===== src/rtl/alu_mc.sv =====
// alu_mc: single-issue ALU with valid/ready handshakes on the request and result sides.
// Single-cycle ops are registered straight into the output register.
// When ALU_MC_MUL_EN is defined, op 9 (MUL) runs on a shift-add multiplier,
// one partial product per cycle. When the macro is undefined, op 9 is treated
// as an illegal opcode and the multiplier FSM and datapath are not built.
//
// state    | meaning
// ---------+-----------------------------------------------------------
// IDLE     | accepts requests whenever the output register is free
// MUL_BUSY | shift-add multiply in progress; no new requests accepted
// HOLD     | product ready, waiting for the output register to drain
module alu_mc #(
  parameter int WIDTH = 8
) (
  input  logic             clk,
  input  logic             rst_n,
  input  logic             in_valid,
  output logic             in_ready,
  input  logic [WIDTH-1:0] a,
  input  logic [WIDTH-1:0] b,
  input  logic [3:0]       op,
  output logic             out_valid,
  input  logic             out_ready,
  output logic [WIDTH-1:0] result,
  output logic [4:0]       flags
);

  localparam int SHW = $clog2(WIDTH);
  localparam int MSB = WIDTH - 1;

  logic [SHW-1:0]   shamt;
  logic [WIDTH:0]   add_ext;
  logic [WIDTH:0]   sub_ext;
  logic [WIDTH:0]   shl_ext;
  logic [WIDTH:0]   shr_ext;
  logic [WIDTH:0]   asr_ext;
  logic [WIDTH-1:0] alu_res;
  logic             alu_c;
  logic             alu_v;
  logic             alu_ill;
  logic [4:0]       alu_flags;

  logic             out_free;
  logic             accept_alu;
  logic             load;
  logic [WIDTH-1:0] load_res;
  logic [4:0]       load_flags;

  assign shamt = b[SHW-1:0];

  // Extended results: the extra bit captures carry/borrow or the last bit shifted out.
  assign add_ext = {1'b0, a} + {1'b0, b};
  assign sub_ext = {1'b0, a} - {1'b0, b};
  assign shl_ext = {1'b0, a} << shamt;
  assign shr_ext = {a, 1'b0} >> shamt;
  assign asr_ext = $signed({a, 1'b0}) >>> shamt;

  // Single-cycle datapath; op 9 lands in the default branch and reads as illegal
  // unless the multiplier FSM diverts it first.
  always_comb begin
    alu_res = '0;
    alu_c   = 1'b0;
    alu_v   = 1'b0;
    alu_ill = 1'b0;
    case (op)
      4'd0: begin
        alu_res = add_ext[WIDTH-1:0];
        alu_c   = add_ext[WIDTH];
        alu_v   = (a[MSB] == b[MSB]) && (add_ext[MSB] != a[MSB]);
      end
      4'd1: begin
        alu_res = sub_ext[WIDTH-1:0];
        alu_c   = sub_ext[WIDTH];
        alu_v   = (a[MSB] != b[MSB]) && (sub_ext[MSB] != a[MSB]);
      end
      4'd2: alu_res = a & b;
      4'd3: alu_res = a | b;
      4'd4: alu_res = a ^ b;
      4'd5: alu_res = ~a;
      4'd6: begin
        alu_res = shl_ext[WIDTH-1:0];
        alu_c   = shl_ext[WIDTH];
      end
      4'd7: begin
        alu_res = shr_ext[WIDTH:1];
        alu_c   = shr_ext[0];
      end
      4'd8: begin
        alu_res = asr_ext[WIDTH:1];
        alu_c   = asr_ext[0];
      end
      default: alu_ill = 1'b1;
    endcase
  end

  assign alu_flags = {alu_ill, alu_v, alu_c, alu_res[MSB], (alu_res == '0)};

  // The output register can take new data if it is empty or being drained this edge.
  assign out_free = !out_valid || out_ready;

`ifdef ALU_MC_MUL_EN
  localparam int CW = $clog2(WIDTH + 1);

  typedef enum logic [1:0] {
    IDLE     = 2'd0,
    MUL_BUSY = 2'd1,
    HOLD     = 2'd2
  } state_t;

  state_t             state_q;
  state_t             state_d;
  logic               mul_start;
  logic               mul_done;
  logic [CW-1:0]      cnt_q;
  logic [WIDTH-1:0]   mcand_q;
  logic [2*WIDTH-1:0] prod_q;
  logic [WIDTH:0]     step_sum;
  logic [WIDTH-1:0]   mul_res;
  logic [4:0]         mul_flags;

  // prod_q = {partial high half, remaining multiplier bits}; each step adds the
  // multiplicand when the current multiplier LSB is set, then shifts right.
  assign step_sum  = {1'b0, prod_q[2*WIDTH-1:WIDTH]}
                   + (prod_q[0] ? {1'b0, mcand_q} : {(WIDTH + 1){1'b0}});
  assign mul_res   = prod_q[WIDTH-1:0];
  assign mul_flags = {1'b0, 1'b0, |prod_q[2*WIDTH-1:WIDTH], mul_res[MSB], (mul_res == '0)};

  // State register.
  always_ff @(posedge clk) begin
    if (!rst_n) state_q <= IDLE;
    else        state_q <= state_d;
  end

  // Next-state, request handshake and multiplier control.
  always_comb begin
    state_d    = state_q;
    in_ready   = 1'b0;
    mul_start  = 1'b0;
    mul_done   = 1'b0;
    accept_alu = 1'b0;
    case (state_q)
      IDLE: begin
        in_ready = out_free;
        if (in_valid && out_free) begin
          if (op == 4'd9) begin
            mul_start = 1'b1;
            state_d   = MUL_BUSY;
          end else begin
            accept_alu = 1'b1;
          end
        end
      end
      MUL_BUSY: begin
        if (cnt_q == '0) begin
          if (out_free) begin
            mul_done = 1'b1;
            state_d  = IDLE;
          end else begin
            state_d = HOLD;
          end
        end
      end
      HOLD: begin
        if (out_free) begin
          mul_done = 1'b1;
          state_d  = IDLE;
        end
      end
      default: state_d = IDLE;
    endcase
  end

  // Multiplier datapath: latch operands on accept, then one shift-add step per cycle.
  always_ff @(posedge clk) begin
    if (!rst_n) begin
      cnt_q   <= '0;
      mcand_q <= '0;
      prod_q  <= '0;
    end else if (mul_start) begin
      cnt_q   <= CW'(WIDTH);
      mcand_q <= a;
      prod_q  <= {{WIDTH{1'b0}}, b};
    end else if ((state_q == MUL_BUSY) && (cnt_q != '0)) begin
      cnt_q  <= cnt_q - CW'(1);
      prod_q <= {step_sum, prod_q[WIDTH-1:1]};
    end
  end

  assign load       = accept_alu || mul_done;
  assign load_res   = mul_done ? mul_res : alu_res;
  assign load_flags = mul_done ? mul_flags : alu_flags;
`else
  assign in_ready   = out_free;
  assign accept_alu = in_valid && out_free;
  assign load       = accept_alu;
  assign load_res   = alu_res;
  assign load_flags = alu_flags;
`endif

  // Output register: loads on a completed op, otherwise clears valid once consumed.
  always_ff @(posedge clk) begin
    if (!rst_n) begin
      out_valid <= 1'b0;
      result    <= '0;
      flags     <= '0;
    end else if (load) begin
      out_valid <= 1'b1;
      result    <= load_res;
      flags     <= load_flags;
    end else if (out_ready) begin
      out_valid <= 1'b0;
    end
  end

endmodule


===== config.mk =====
export PLATFORM = sky130hd
export DESIGN_NAME = alu_mc
export DESIGN_NICKNAME = d
export VERILOG_FILES = /design/src/rtl/alu_mc.sv
export SDC_FILE = /design/constraint.sdc
export NUM_CORES = 1
export LEC_CHECK = 0
export BUFFER_PORTS_ARGS = -buffer_cell sky130_fd_sc_hd__buf_4
export CORE_MARGIN = 4
export CORE_UTILIZATION = 53
export CTS_CLUSTER_DIAMETER = 60
export CTS_CLUSTER_SIZE = 25
export DETAILED_ROUTE_END_ITERATION = 10
export GPL_ROUTABILITY_DRIVEN = 1
export PLACE_DENSITY = 0.82
export SETUP_SLACK_MARGIN = 0.4
export SLEW_MARGIN = 10
export SYNTH_ARGS = -nofsm -noshare
export SYNTH_HDL_FRONTEND = slang
export SYNTH_SLANG_ARGS = --single-unit

===== constraint.sdc =====
create_clock -name clk -period 4.8 [get_ports clk]
set_clock_uncertainty 0.15 [all_clocks]
set_input_delay 0.96 -clock clk [delete_from_list [all_inputs] [get_ports clk]]
set_output_delay 0.96 -clock clk [all_outputs]
set_load 0.01 [all_outputs]

==> Yosys cells after proc, flatten, opt, wreduce, memory -nomap -nowiden <==
Cells that the tools add are included.
{ "word_totals": {"ff_bits": 14, "wordCells": 39} }
{ "op_classes": {"bitwise_logic": 4, "shift": 3, "mux": 6, "addsub": 2, "eq_ne": 12, "n_reduce_logical": 9} }
{ "op_table": {"columns": ["operator", "n"], "rows": [
  ["8-bit case mux with 9 select lines", 1],
  ["4-bit by 3-bit == test with 1-bit output, second input constant", 4],
  ["8-bit by 8-bit adder with 9-bit output", 1],
  ["9-bit OR reduction", 1],
  ["8-bit by 3-bit << shifter with 9-bit output", 1],
  ["9-bit by 3-bit right shift with 9-bit output", 1],
  ["9-bit by 3-bit >>> shifter with 9-bit output", 1],
  ["8-bit by 8-bit subtractor with 9-bit output", 1],
  ["8-bit AND", 1],
  ["4-bit by 2-bit == test with 1-bit output, second input constant", 2],
  ["8-bit logical NOT", 1],
  ["8-bit inverter", 1],
  ["8-bit OR", 1],
  ["8-bit XOR", 1],
  ["1-bit case mux with 5 select lines", 1],
  ["4-bit by 1-bit == test with 1-bit output, second input constant", 1],
  ["4-bit == test, second input constant", 1],
  ["4-bit logical NOT", 1],
  ["1-bit logical AND", 3],
  ["1-bit 2-to-1 mux", 3],
  ["1-bit != test", 3],
  ["1-bit case mux with 2 select lines", 1],
  ["2-bit nonzero test", 1],
  ["1-bit == test", 1],
  ["other kinds (2)", 2]
]} }

==> Longest topological paths before layout <==
Gate-level depths: netlist of run 1.
{ "logic_depth": {"ltp_word": 4, "depth_mapped": 11, "depth_no_buf": 11} }

==> Least setup slack after synthesis of run 1 <==
No wires, ideal clock.
{ "synth_path": {"kind": "input port to flip-flop", "startpoint": "in b[1]", "endpoint": "reg flags[0]", "path_slack_ps": 1393, "path_stages": 11, "path_buffers": 2, "arrival_time_ps": 3198, "t_required_ps": 4590, "setup_ps": 60, "path_cell_list": "buf_2 -> buf_2 -> inv_1 -> fa_1 -> inv_1 -> mux4_2 -> nand2_1 -> a21oi_1 -> a211o_1 -> nor3_1 -> a41o_1"} }
{ "synth_via": {"elab_chain_cells": 3, "word_cells_on_any_way": 10} }
{ "synth_lines": {"columns": ["element", "line_no", "source"], "rows": [
  ["start: declaration", "20", "input logic [WIDTH-1:0] b,"],
  ["8-bit by 8-bit subtractor with 9-bit output (tied with other cells)", "53", "assign sub_ext = {1'b0, a} - {1'b0, b};"],
  ["8-bit case mux with 9 select lines (*)", "65", "case (op)"],
  ["8-bit logical NOT (*)", "96", "assign alu_flags = {alu_ill, alu_v, alu_c, alu_res[MSB], (alu_res == '0)};"],
  ["end signal: assignment", "209", "flags <= load_flags;"],
  ["end: declaration", "25", "output logic [4:0] flags"]
]} }
Mark *: on every way between the ends. The rest lies on a longest branch, timed or not.
A chain may end at the register's enable or synchronous reset.

==> Final worst setup path of run 1 <==
{ "layout_path": {"startpoint": "in b[2]", "endpoint": "reg flags[0]"} }
The elaborated chain is that of the path after synthesis.

==> results of run 1 <==
==> sequential cells by signal, indices dropped and copies added, names as in the netlist <==
name / flops
flags: 5
result: 7
out_valid: 1
==> worst reg2reg max path: cells and delay by family, from the launching register on <==
kind	cells	cell delay, ps
AO/OA/AOI/OAI	2	600
flip-flops	1	310
AND/OR/NAND/NOR	4	780
==> synth_stat cells, types with 4 or more instances <==
library cell,instances,area [um2]
nand2_1,28,105.1
inv_1,25,93.84
nor3b_1,4,30.03
nand2b_1,5,31.28
o211ai_1,5,37.54
buf_2,14,70.07
mux4_2,8,180.2
dfxtp_1,13,260.3
nor2_1,27,101.4
a21oi_1,29,145.1
clkbuf_1,5,18.77
a311oi_1,5,43.79
a211o_1,5,43.79
mux2i_1,4,40.04
a31oi_1,7,43.79
nand3_1,9,45.04
o22ai_1,5,31.28
a211oi_1,9,67.56
ha_1,25,312.8
o21ai_0,15,75.07
or3_1,4,25.02
nor2b_1,6,37.54
nor3_1,9,45.04
o221ai_1,4,35.03
==> cells in the final DEF, fill, tap and decap left out, drive strengths merged, types with 8 or more instances in the layout <==
master / synthesis / final
a211oi: 9 / 9
a21oi: 29 / 29
buf: 18 / 38
dfxtp: 13 / 13
ha: 25 / 25
inv: 28 / 28
mux4: 8 / 8
nand2: 28 / 28
nand3: 9 / 9
nor2: 27 / 27
nor3: 9 / 9
o21ai: 15 / 15
==> path summary, 6_finish.rpt <==
path	cells after the start	end
hold reg to reg	2	flags[4]$_SDFFE_PN0P_
setup / recovery	10	flags[0]$_SDFFE_PN0P_
hold / removal	2	flags[4]$_SDFFE_PN0P_
setup reg to reg	6	flags[0]$_SDFFE_PN0P_
==> cell families (layout without fill, tap and decap cells) <==
family | after synthesis | count (layout) | share of synthesized area (%)
XOR/XNOR | 1 | 1 | 0.3611
AND/OR/NAND/NOR | 111 | 111 | 23.93
buffers and inverters | 52 | 71 | 9.541
multiplexers | 14 | 14 | 10.01
adder cells (fa/ha/maj) | 27 | 27 | 14.54
flip-flops | 13 | 13 | 10.73
AO/OA/AOI/OAI | 107 | 107 | 30.89
==> layout make-up <==
class | instances | area share, %
Sequential cell | 13 | 9.643
Inverter | 29 | 4.033
Tap cell | 52 | 2.411
Timing Repair Buffer | 38 | 10.57
Clock buffer | 4 | 1.669
Multi-Input combinational cell | 260 | 71.67
==> power groups by stage <==
| stage | combinational, uW | clock [uW] | sequential (uW) |
|---|---|---|---|
| 2_1_floorplan | 156 | 0 | 126 |
| 6_report | 236 | 98.8 | 120 |
| 5_1_grt | 258 | 104 | 121 |
| 3_3_place_gp | 228 | 0 | 122 |
| 4_1_cts | 232 | 97.3 | 120 |
| 3_5_place_dp | 231 | 0 | 123 |
==> stage by stage <==
stage | hold WS, ps | instance area [um2] | setup slack [ps]
6_report | 303.4 | 2699 | 1287
5_1_grt | 331.8 | 2699 | 1063
4_1_cts | 305.1 | 2699 | 1368
3_5_place_dp | 297.6 | 2654 | 1122
3_3_place_gp | 292.5 | 2654 | 1220
2_1_floorplan | 326.1 | 2426 | 1393
==> metal layers <==
| layer | part of all wire (%) | global-route usage [%] |
|---|---|---|
| met3 | 10 | 3.694 |
| met1 | 42 | 38.62 |
| met4 | 2.9 | 7.184 |
| met5 | 0 | 0 |
| met2 | 45 | 40.84 |
==> metrics.md, run 1 <==
| Metric | Value |
|---|---|
| Outcome | `finished, final reports clean` |
| Setup repair after global routing missed its margin | `false` |
| Synth Area per Inst | `between 7 and 8 um2` |
| Largest stage delay on the critical path | `around 440 ps` |
| Drt via density | `6.760` |
| Max-slew headroom | `about 60%` |
| Distinct cells, synth | `61` |
| Sequential cell area | `approximately 260 um2` |
| Warnings from Yosys | `0` |
| Mapped Nets | `376` |
| Internal | `272.8 uW` |
| Worst path arrival time | `approximately 3600 ps` |
| P per Cell Area | `roughly 170 nW/um2` |
| Placed Cells | `392` |
| Clock share of power | `21.7%` |
| First-pass DRT Iterations | `5` |
| Clock buffer depth | `2` |
| FF+latch count, synth | `13` |
| Syn Inst Count | `around 330` |
| CP startpoint kind | `input pin` |
| Initial Utilization | `55.34%` |
| TNS Setup | `0 ps` |
| Slew @ Worst Pin | `roughly 570 ps` |
| Fill count | `slightly below 400` |
| Cell Area, Synth | `between 2000 and 2500 um2` |
| ANT cells | `0` |
| NetSw | `between 150 and 200 uW` |
| Hold buffer count at cts | `0` |
| Crit-path max FO | `20` |
| Area Overhead vs Synth | `11.24%` |
| Largest net degree at the start of global routing | `29` |
| Flop2flop setup slack | `around 2900 ps` |
| DIE WIDTH | `75.66 um` |
| Seq pwr share | `26.5%` |
| H-tree Lvls | `1` |
| Final HPWL DP | `roughly 5600 um` |
| Die Ht | `between 70 and 80 um` |
| Fin util | `between 60% and 70%` |
| Per-cell routed wire length | `about 18 um` |
| Leakage | `approximately 0.0012 uW` |
| Io pins | `39` |
| Number of buffers and inverters on the critical path | `2` |
| RePlAce Congestion | `roughly 0.99` |
| Slowest stage cell, crit path | `ha_1` |
| Via count | `2,677` |
| Post-CTS resize count | `0` |
| CTS Buf Count | `3` |
| Fin cells | `396` |
| Switching Share | `around two fifths` |
| Post-CTS setup repair buffer count | `0` |
| Share of cells above drive strength 1 | `about 18%` |
| Hold_sp | `flags[4]$_SDFFE_PN0P_` |
| Multi-input logic area | `~1900 um2` |
| R2R Path Start | `out_valid$_SDFFE_PN0P_` |
| CP required | `4840 ps` |
| WL final | `roughly 7300 um` |
| Final layout net count | `396` |
| Clk_lat worst skew | `approximately 240 ps` |
| Worst Setup SP | `b[2]` |
| Final ANT Viol Nets | `0` |
| # rows | `24` |
| First-pass GRT wire length | `11,960 um` |
| Core box area | `between 4000 and 5000 um2` |
| CP cell instances | `buf_4, clkinv_1, ha_1, nor3b_1, nor3_1, o311ai_1, o22a_1, mux2i_1, a311oi_1, a41o_1` |
| # DRC | `0` |
| Crit path max-delay family | `compound AO/OA/AOI/OAI gates` |
| I/O Buffers | `38` |
| Sequential element share of the synthesized area | `between 10% and 20%` |
| Max-Cap Viols | `0` |
| Global route total overflow | `0` |
| Worst setup EP type | `flip-flop` |
| Die ar. | `approximately 5700 um2` |
| Min Clock Period, post-route | `about 3500 ps` |
| Worst vdd ir | `about 0.11 mV` |
| Fin crit share | `around 73%` |
| Clock-pin slew of the registers on the worst-case setup and hold paths | `about 60 ps` |
| Worst Hold Class | `flip-flop to flip-flop` |
| Number of global-route vias before repair | `2,423` |
| Initial drt markers | `415` |
| Root Driver | `clkbuf_8` |
| Initial antenna violation count | `0` |
| Synth async-reset ratio | `0%` |
| Comb pwr share | `approximately 52%` |
| Clock sinks | `13` |
| Final Hold Vio Count | `0` |
| Final max-slew violation count | `0` |
| CTS tree | `done` |
| Pwr Total | `about 460 uW` |
| Synth Flop Type | `dfxtp_1` |
| Max Freq | `around 280 MHz` |
| Total GRT Usage | `between 20% and 30%` |
| Critical path type | `input pin to flip-flop` |
| Number of synthesized flops with an enable pin | `0` |
| Endpoints failing setup | `0` |
Note: power is estimated with default switching activity, not from simulation.
==> run 2: changes to the inputs <==
--- a/config.mk
+++ b/config.mk
@@ -5,6 +5,7 @@
 export SDC_FILE = /design/constraint.sdc
 export NUM_CORES = 1
 export LEC_CHECK = 0
+export ABC_AREA = 1
 export BUFFER_PORTS_ARGS = -buffer_cell sky130_fd_sc_hd__buf_4
 export CORE_MARGIN = 4
 export CORE_UTILIZATION = 53
@@ -12,7 +13,7 @@
 export CTS_CLUSTER_SIZE = 25
 export DETAILED_ROUTE_END_ITERATION = 10
 export GPL_ROUTABILITY_DRIVEN = 1
-export PLACE_DENSITY = 0.82
+export PLACE_DENSITY = 0.84
 export SETUP_SLACK_MARGIN = 0.4
 export SLEW_MARGIN = 10
 export SYNTH_ARGS = -nofsm -noshare
==> constraint.sdc (replaced) <==
create_clock -name clk -period 3.22 [get_ports clk]
set_clock_uncertainty 0.15 [all_clocks]
set_input_delay 0.644 -clock clk [delete_from_list [all_inputs] [get_ports clk]]
set_output_delay 0.644 -clock clk [all_outputs]
set_load 0.01 [all_outputs]
==> metrics.md, run 2 <==
| Metric | Value |
|---|---|
| First-pass DRT Iterations | `5 (unchanged)` |
| Total GRT Usage | `27.09% (+0.59 points)` |
| CTS Buf Count | `3 (unchanged)` |
| Crit path max-delay family | `simple AND/OR/NAND/NOR gates` |
| Worst Hold Class | `flip-flop to flip-flop` |
| Initial antenna violation count | `0 (unchanged)` |
| Outcome | `finished, final reports clean` |
| Critical path type | `input pin to flip-flop` |
| Pwr Total | `705.3 uW (+55%)` |
| TNS Setup | `0 ps (unchanged)` |
| CP startpoint kind | `input pin` |
| Initial drt markers | `443 (+6.7%)` |
| I/O Buffers | `38 (unchanged)` |
| Leakage | `0.001621 uW (+39%)` |
| Sequential cell area | `260.3 um2 (unchanged)` |
| WL final | `8118 um (+11%)` |
| FF+latch count, synth | `13 (unchanged)` |
| Syn Inst Count | `453 (+39%)` |
| Synth area leader | `nand2_1` |
| Fill count | `438 (+13%)` |
| Area contributors post-synth | `nand2_1 (21%), nand3_1 (13%), ha_1 (12%), dfxtp_1 (10%), inv_1 (8.0%)` |
| H-tree Lvls | `1 (unchanged)` |
| Post-synth top cells | `nand2_1 (139), nand3_1 (67), inv_1 (54), nor2_1 (40), ha_1 (25)` |
| Top Registers | `result x7, flags x5, out_valid x1` |
| Number of global-route vias before repair | `2,798 (+15%)` |
| Clock-pin slew of the registers on the worst-case setup and hold paths | `60 ps (about the same)` |
| CTS tree | `done` |
| First-pass GRT wire length | `13,250 um (+11%)` |
| Mapped Nets | `504 (+34%)` |
| Max Freq | `approximately 390 MHz` |
| Global route total overflow | `0 (unchanged)` |
| # rows | `24 (unchanged)` |
| Share of cells above drive strength 1 | `15.15% (-2.6 points)` |
| Setup repair after global routing missed its margin | `false` |
| Clock buffer depth | `2 (unchanged)` |
| Via count | `3,097 (+16%)` |
| DIE WIDTH | `77.26 um (+2.1%)` |
| Number of synthesized flops with an enable pin | `0 (unchanged)` |
| Hold_sp | `flags[0]$_SDFFE_PN0P_` |
| Final ANT Viol Nets | `0 (unchanged)` |
| Final max-slew violation count | `0 (unchanged)` |
| Hold Path Depth | `2 (unchanged)` |
| Min Clock Period, post-route | `around 2500 ps` |
| Synth Area per Inst | `5.612 um2 (-25%)` |
| CP cell instances | `buf_4, inv_1, ha_1, inv_1, a21oi_1, o21ai_0, inv_1, nand2_1, nand3_1, nand2_1, nor2_2, nand3_1, nor2_1, nand2_1, a21oi_2` |
| Post-CTS resize count | `0 (unchanged)` |
| Slowest stage cell, crit path | `ha_1` |
| Final layout net count | `534 (+35%)` |
| FF-to-FF path depth | `6 (unchanged)` |
| Met2 usage | `43.61% (+2.8 points)` |
| Worst path arrival time | `2590 ps (-960 ps)` |
| Slew @ Worst Pin | `489.0 ps (-79.75 ps)` |
| P per Cell Area | `246.5 nW/um2 (+46%)` |
| Sequential element share of the synthesized area | `10.24% (-0.49 points)` |
| Final HPWL DP | `6368 um (+14%)` |
| Top-area cell type share of the netlist area | `20.52% (+7.6 points)` |
| Max-slew headroom | `67.36% (+5.6 points)` |
| Die ar. | `5969 um2 (+4.3%)` |
| Largest stage delay on the critical path | `490 ps (+50 ps)` |
| CP required | `3260 ps (-1580 ps)` |
| Max-Cap Viols | `0 (unchanged)` |
| Hold buffer count at cts | `0 (unchanged)` |
| Io pins | `39 (unchanged)` |
| Root Driver | `clkbuf_8` |
| Reg2Reg Capture Point | `result[0]$_SDFFE_PN0P_` |
| Commonest non-fill, non-tap cell in the layout | `nand2_1` |
| Worst vdd ir | `0.1859 mV (+62%)` |
| Number of buffers and inverters on the critical path | `4 (+2)` |
| Hold Path End | `flags[0]$_SDFFE_PN0P_` |
| Area Overhead vs Synth | `12.55%` |
| Crit-path max FO | `11 (-45%)` |
| Most frequent cells in the layout | `nand2_1 (139), nand3_1 (67), inv_1 (54)` |
| Distinct cells, synth | `37 (-39%)` |
| Clock sinks | `13 (unchanged)` |
| Fin crit share | `79.18%` |
| Post-CTS setup repair buffer count | `0 (unchanged)` |
| Met1 usage | `37.13% (-1.5 points)` |
| Endpoints failing setup | `0 (unchanged)` |
| Final Hold Vio Count | `0 (unchanged)` |
| Die Ht | `77.26 um (+2.1%)` |
| Drt via density | `5.800 (-14%)` |
| ANT cells | `0 (unchanged)` |
| Core box area | `4504 um2 (+2.7%)` |
| Grt peak-use layer | `met2` |
| Per-cell routed wire length | `15.20 um (-17%)` |
| Worst setup EP type | `flip-flop` |
| Biggest register | `result` |
| Initial Utilization | `56.44% (+1.1 points)` |
| Largest net degree at the start of global routing | `21 (-28%)` |
| Synth async-reset ratio | `0% (unchanged)` |
| Clk_lat worst skew | `250 ps (about the same)` |
| Flop2flop setup slack | `1540 ps (-1370 ps)` |
| Cell Area, Synth | `2542 um2 (+4.8%)` |
| # DRC | `0 (unchanged)` |
| Multi-input logic area | `1958 um2 (+1.2%)` |
| Warnings from Yosys | `0 (unchanged)` |
| Cell with the most instances after synthesis | `nand2_1` |
| RePlAce Congestion | `0.9413 (-5.1%)` |
| Max reg flops | `7 (unchanged)` |
| GRT met3 Usage | `4.450% (+0.76 points)` |
| Synth Flop Type | `dfxtp_1` |
| R2R Path Start | `out_valid$_SDFFE_PN0P_` |
## run 2: area by class of cell
cell class	instances	share of cell area, %
clock buffer	4	1.574
inverter	63	8.395
multi-input combinational	363	68.43
sequential	13	9.095
tap	52	2.274
timing repair buffer	39	10.23
## run 2: layer usage
layer  up-vias  wire length (um)
met5         -                 0
met4         0               276
met3        28               911
met2       189              3631
met1      1370              3298
li1       1510                 -
## run 2: logic make-up (layout without fill, tap and decap cells)
group | Yosys count | count (layout) | share of synthesized area (%)
xor gates and xnor gates | 3 | 3 | 1.034
adders and majority gates | 27 | 27 | 13.88
and+or+nand+nor | 283 | 283 | 50.93
DFF | 13 | 13 | 10.24
buffers and inverters | 77 | 106 | 12.75
AOI/OAI and AO/OA | 50 | 50 | 11.17
## run 2: worst max path at each step
stage	endpoint	start	cells after the start	slack, ps
after global routing	flags[0]$_SDFFE_PN0P_	a[3]	15	480
final	flags[0]$_SDFFE_PN0P_	a[3]	15	670
after global placement	flags[0]$_SDFFE_PN0P_	b[2]	15	440
after detailed placement	flags[0]$_SDFFE_PN0P_	b[2]	15	470
after floorplan	flags[0]$_SDFFE_PN0P_	b[2]	15	800
after CTS	flags[0]$_SDFFE_PN0P_	b[2]	15	720
## run 2: metrics by stage
stage          std cells  instance area (um2)  util [%]  setup WS [ps]  hold WS (ps)
6_report             534                 2861     63.53          670.4         336.6
3_5_place_dp         530                 2816     62.53          473.0         324.2
5_1_grt              534                 2861     63.53          480.5         374.5
2_1_floorplan        453                 2542         -          800.5         351.5
4_1_cts              534                 2861     63.53          718.4         333.0
3_3_place_gp         530                 2816     62.53          441.2         322.9
## run 2: where the power goes
group,switching (uW),internal (uW),total (uW),leakage (uW)
clock,64.6,87.7,152,0.0000228
sequential,6.80,174,181,0.000107
combinational,240,132,372,0.00149
total,312,393,705,0.00162
## run 2: worst register-to-register path, delay by kind of cell, from the launching register on
| kind | cells | cell delay (ps) |
|---|---|---|
| AO/OA/AOI/OAI | 1 | 180 |
| flip-flops | 1 | 310 |
| buffers and inverters | 2 | 480 |
| AND/OR/NAND/NOR | 3 | 510 |
